**config.mk**
```make
export PLATFORM = sky130hd
export DESIGN_NAME = ip_checksum_arbiter
export DESIGN_NICKNAME = d
export VERILOG_FILES = /design/src/rtl/ip_checksum_arbiter.sv
export SDC_FILE = /design/constraint.sdc
export NUM_CORES = 1
export LEC_CHECK = 0
export CAP_MARGIN = 20
export CORE_MARGIN = 3
export CORE_UTILIZATION = 39
export DETAILED_ROUTE_END_ITERATION = 8
export GPL_ROUTABILITY_DRIVEN = 1
export HOLD_SLACK_MARGIN = 0.06
export PLACE_DENSITY = 0.8
export SYNTH_ARGS = -nofsm -noshare
export SYNTH_HDL_FRONTEND = slang
export SYNTH_SLANG_ARGS = --single-unit
```
**constraint.sdc**
```tcl
create_clock -name clk -period 1.9 [get_ports clk]
set_clock_uncertainty 0.1 [all_clocks]
set_input_delay 0.19 -clock clk [delete_from_list [all_inputs] [get_ports clk]]
set_output_delay 0.19 -clock clk [all_outputs]
set_load 0.05 [all_outputs]
```
**src/rtl/ip_checksum_arbiter.sv**
```systemverilog
`timescale 1ns/1ps
`default_nettype none
// ============================================================================
// Module   : ip_checksum_arbiter
// Brief    : Two-requester arbiter sharing one IP header checksum calculator;
//            sequences IDLE/CALC/WAIT/DONE and owns the IP identification counter.
// Revision : 1.0 - initial release
// ============================================================================
module ip_checksum_arbiter #(
    parameter logic [15:0] ID_INIT   = 16'h0000,
    parameter int          FIXED_PRI = 0
) (
    input  logic        clk,
    input  logic        reset,
    input  logic        req0,
    input  logic        req1,
    input  logic [15:0] len0,
    input  logic [15:0] len1,
    output logic        cal_en,
    output logic [15:0] ip_total_len,
    output logic [15:0] ip_id,
    input  logic [15:0] chk_in,
    output logic [1:0]  gnt,
    output logic        done0,
    output logic        done1,
    output logic [15:0] hdr_checksum,
    output logic [15:0] hdr_id,
    output logic        busy
);

    localparam logic [1:0] S_IDLE = 2'd0;
    localparam logic [1:0] S_CALC = 2'd1;
    localparam logic [1:0] S_WAIT = 2'd2;
    localparam logic [1:0] S_DONE = 2'd3;

    logic [1:0]  r_state;
    logic [1:0]  r_gnt;
    logic        r_last;      // 1 = requester 1 served most recently
    logic [15:0] r_ip_id;
    logic [15:0] r_hdr_chk;
    logic [15:0] r_hdr_id;

    logic        w_tie;
    logic        w_pick1;
    logic [1:0]  w_win;

    // On a tie, round-robin hands the grant to whoever was not served last.
    always_comb begin
        w_tie   = req0 & req1;
        w_pick1 = 1'b0;
        if (w_tie) begin
            w_pick1 = (FIXED_PRI != 0) ? 1'b0 : ~r_last;
        end else begin
            w_pick1 = req1;
        end
        w_win = w_pick1 ? 2'b10 : 2'b01;
    end

    always_ff @(posedge clk) begin
        if (reset) begin
            r_state   <= S_IDLE;
            r_gnt     <= 2'b00;
            r_last    <= 1'b0;
            r_ip_id   <= ID_INIT;
            r_hdr_chk <= 16'h0000;
            r_hdr_id  <= 16'h0000;
        end else begin
            case (r_state)
                S_IDLE: begin
                    if (req0 | req1) begin
                        r_gnt   <= w_win;
                        r_last  <= w_pick1;
                        r_state <= S_CALC;
                    end
                end
                S_CALC: begin
                    r_state <= S_WAIT;
                end
                S_WAIT: begin
                    r_hdr_chk <= chk_in;
                    r_hdr_id  <= r_ip_id;
                    r_state   <= S_DONE;
                end
                S_DONE: begin
                    r_ip_id <= r_ip_id + 16'd1;
                    r_gnt   <= 2'b00;
                    r_state <= S_IDLE;
                end
                default: begin
                    r_gnt   <= 2'b00;
                    r_state <= S_IDLE;
                end
            endcase
        end
    end

    always_comb begin
        cal_en       = (r_state == S_CALC);
        busy         = (r_state != S_IDLE);
        done0        = (r_state == S_DONE) & r_gnt[0];
        done1        = (r_state == S_DONE) & r_gnt[1];
        gnt          = r_gnt;
        ip_id        = r_ip_id;
        hdr_checksum = r_hdr_chk;
        hdr_id       = r_hdr_id;
        ip_total_len = 16'h0000;
        if (r_gnt[1]) begin
            ip_total_len = len1;
        end else if (r_gnt[0]) begin
            ip_total_len = len0;
        end
    end

endmodule
`default_nettype wire

```
==> impl_metrics.py <==
metrics = {
    "status": {
        "status": "finished clean",
    },
    "timing": {
        "relSlewSlack_pct": 64.2,
        "rsz0062_at_grt": "no",
        "fmax_mhz": 544,
        "setup_viol": 0,
        "maxSlewViolCount": 0,
        "fin_crit_sh_pct": 96.7,
        "hold_viol": 0,
        "post-route-min-period_ns": 1.84,
        "tightest_slew_ns": 0.535,
    },
    "clocking": {
        "root_buffer": "clkbuf_8",
        "postCtsHoldBufs": 0,
        "cts_sinks": 53,
        "path_clk_slew_ns": 0.09,
        "cts_setup_buffers": 0,
        "cts_buffers": 5,
        "cts_tree": "yes",
        "htreeDepth": 2,
        "clockBufferDepth": 2,
        "insertion_delay_ns": 0.30,
    },
    "grt": {
        "gr-usage-met1_pct": 20.1,
        "grt_use_total_pct": 17.8,
        "grt_overflow": 0,
        "grt_util_met3_pct": 6.07,
        "grt_pass1_wl_mm": 9.46,
        "grt_pass1_vias": 1996,
        "busiest_layer": "met2",
        "grt_util_met2_pct": 32.2,
        "grt_max_degree": 27,
        "grt_antenna_before_repair": 0,
    },
    "floorplan": {
        "coreArea_um2": 5570,
        "die_w_um": 82.5,
        "die_y_um": 82.5,
        "dieArea_um2": 6810,
        "start_util_pct": 41.0,
        "rows": 27,
        "io_pins": 122,
    },
    "yosys": {
        "yosys_warnings": 0,
        "syn-instance-count": 239,
        "syn_nets": 296,
        "synthesis.area_um2": 2280,
        "yosysUniqueCellTypes": 33,
        "ys_seq_elements": 53,
        "yosys.area.top_type": "dfxtp_1",
        "postSynthAreaPerCell_um2": 9.56,
        "yosys-top-cells-area": "dfxtp_1 46%, mux2i_1 15%, nor2_1 8.5%",
        "yosysSeqAreaShare_pct": 46.4,
        "synth.top_cell.area_share_pct": 46.4,
    },
    "cells_and_area": {
        "final_common_cell": "clkdlybuf4s50_1",
        "layout_common_cells": "91 x clkdlybuf4s50_1, 52 x nor2_1, 46 x dfxtp_1, 34 x mux2i_1, 20 x buf_12",
        "final-seq-area_um2": 1070,
        "layout-drive-gt1-share_pct": 19.2,
        "fill_cells": 433,
        "final_cells": 432,
        "fin_util_pct": 69.9,
        "nets": 416,
        "multi_input_area_um2": 1170,
        "syn2layout_area_growth_pct": 70.6,
        "n_antenna_cell": 0,
    },
    "route": {
        "totalWireLength_mm": 6.31,
        "vias": 2140,
        "dr.first_iter.drc_count": 68,
        "ant_nets": 0,
        "vias_per_cell": 4.95,
        "first_pass_iters": 4,
        "remaining_drc_errors": 0,
        "routedWlPerCell_um": 14.6,
    },
    "setup_path": {
        "crit_arrival_ns": 1.55,
        "crit_required_ns": 1.61,
        "critPathKind": "reg -> out",
        "rrSetupSlack_ns": 0.17,
        "cp_top_family": "buffers and inverters",
        "r2r_cells": 5,
        "crit_buf_inv": 1,
        "crit_fanout": 5,
        "crit_chain": "clkdlybuf4s50_1",
        "r2r-end": "ip_id[12]",
        "crit_cells": 1,
        "slowest_delay_ns": 0.83,
        "cp-start-kind": "flop",
        "slowest_stage": "clkdlybuf4s50_1",
        "crit_path_end_kind": "output port",
        "worstReg2RegStart": "r_state[1]",
    },
    "min_path": {
        "min-delay-start": "reset",
        "hp-class": "in -> reg",
        "min_path_cells": 2,
        "hold_path_end": "hdr_checksum[0]",
    },
    "power": {
        "power.density_nw_per_um2": 1130,
        "ir_drop_v": 0.000579,
        "p_leak_nw": 1.52,
    },
    "placement": {
        "dp_hpwl_mm": 4.93,
        "place_congestion": 0.698,
        "placed_cells": 424,
        "portBuffers": 121,
    },
    "flow_run": {
        "max_cap_viol_count": 0,
    },
}
==> metrics by stage <==
stage | power, mW | cell area (µm²) | hold slack (ns) | setup TNS (ns) | setup WS, ns
after floorplan | 2.77 | 2310 | 0.205 | -0.0621 | -0.0621
after global placement | 3.71 | 3780 | 0.371 | 0 | 0.0946
after detailed placement | 3.75 | 3780 | 0.381 | 0 | 0.0428
after CTS | 4.45 | 3890 | 0.204 | 0 | 0.000108
after global routing | 4.63 | 3900 | 0.239 | 0 | 0.0000309
final | 4.42 | 3900 | 0.209 | 0 | 0.0620
==> logic make-up after synthesis <==
group / Yosys count / synth area share (%)
buffers and inverters: 19 / 3.29
AO/OA/AOI/OAI: 26 / 9.09
flip-flops: 53 / 46.4
multiplexers: 37 / 16.4
XOR/XNOR: 10 / 3.83
AND/OR/NAND/NOR: 89 / 18.2
adder cells (fa/ha/maj): 5 / 2.74
==> layer usage <==
metal | vias to the layer above | part of all wire (%)
met5 | - | 0
met4 | 0 | 0.59
met3 | 5 | 12
met2 | 90 | 49
met1 | 976 | 38
li1 | 1069 | -
==> worst max-delay path by stage <==
stage,from,end,slack [ns]
after floorplan,ip_id[4],ip_id[12],-0.06
after global placement,gnt[0],ip_total_len[7],0.09
after detailed placement,gnt[0],ip_total_len[0],0.04
after CTS,gnt[0],ip_total_len[0],0.0001
after global routing,ip_id[8],ip_id[8],0.00003
final,ip_id[8],ip_id[8],0.06
==> state kept, by name, summed over array words and instances, names as in the netlist <==
register and cells:
r_last 1, r_state 2, hdr_id 16, hdr_checksum 16, ip_id 16, gnt 2
==> cells in the mapped netlist <==
master,n
mux2_2,3
or3b_2,1
mux2i_1,34
a32oi_1,2
nor3_1,4
and2b_1,1
or4_1,1
nor2b_1,4
ha_1,5
dfxtp_1,53
inv_1,4
and4_1,2
nor2_1,52
a22o_1,16
a311oi_1,1
nor4_1,1
clkbuf_1,8
buf_1,4
xnor2_1,4
buf_2,3
nand2_1,6
o21ai_0,2
nand4_1,5
a211oi_1,1
a31o_2,1
nand2b_1,2
and3_1,1
xor2_1,6
nand4_2,1
or3_1,1
a21oi_1,3
nand3_1,5
and2_1,2
==> final cells by class <==
| cell class | instances | share of cell area (%) |
|---|---|---|
| Inverter | 4 | 0.385 |
| Tap cell | 72 | 2.31 |
| Clock buffer | 7 | 2.47 |
| Timing Repair Buffer | 128 | 37.1 |
| Sequential cell | 53 | 27.4 |
| Multi-Input combinational cell | 167 | 30.1 |
| Clock inverter | 1 | 0.225 |
==> timing repair <==
action	in CTS	in global routing
setup endpoints to repair	16	20
pin swaps	0	0
gates resized for setup	1	4
==> power breakdown <==
group	internal [mW]	total, mW	switching [mW]
Combinational	1.06	2.40	1.34
Sequential	1.23	1.32	0.0833
Clock	0.337	0.698	0.361
(Power assumes the default switching activity.)
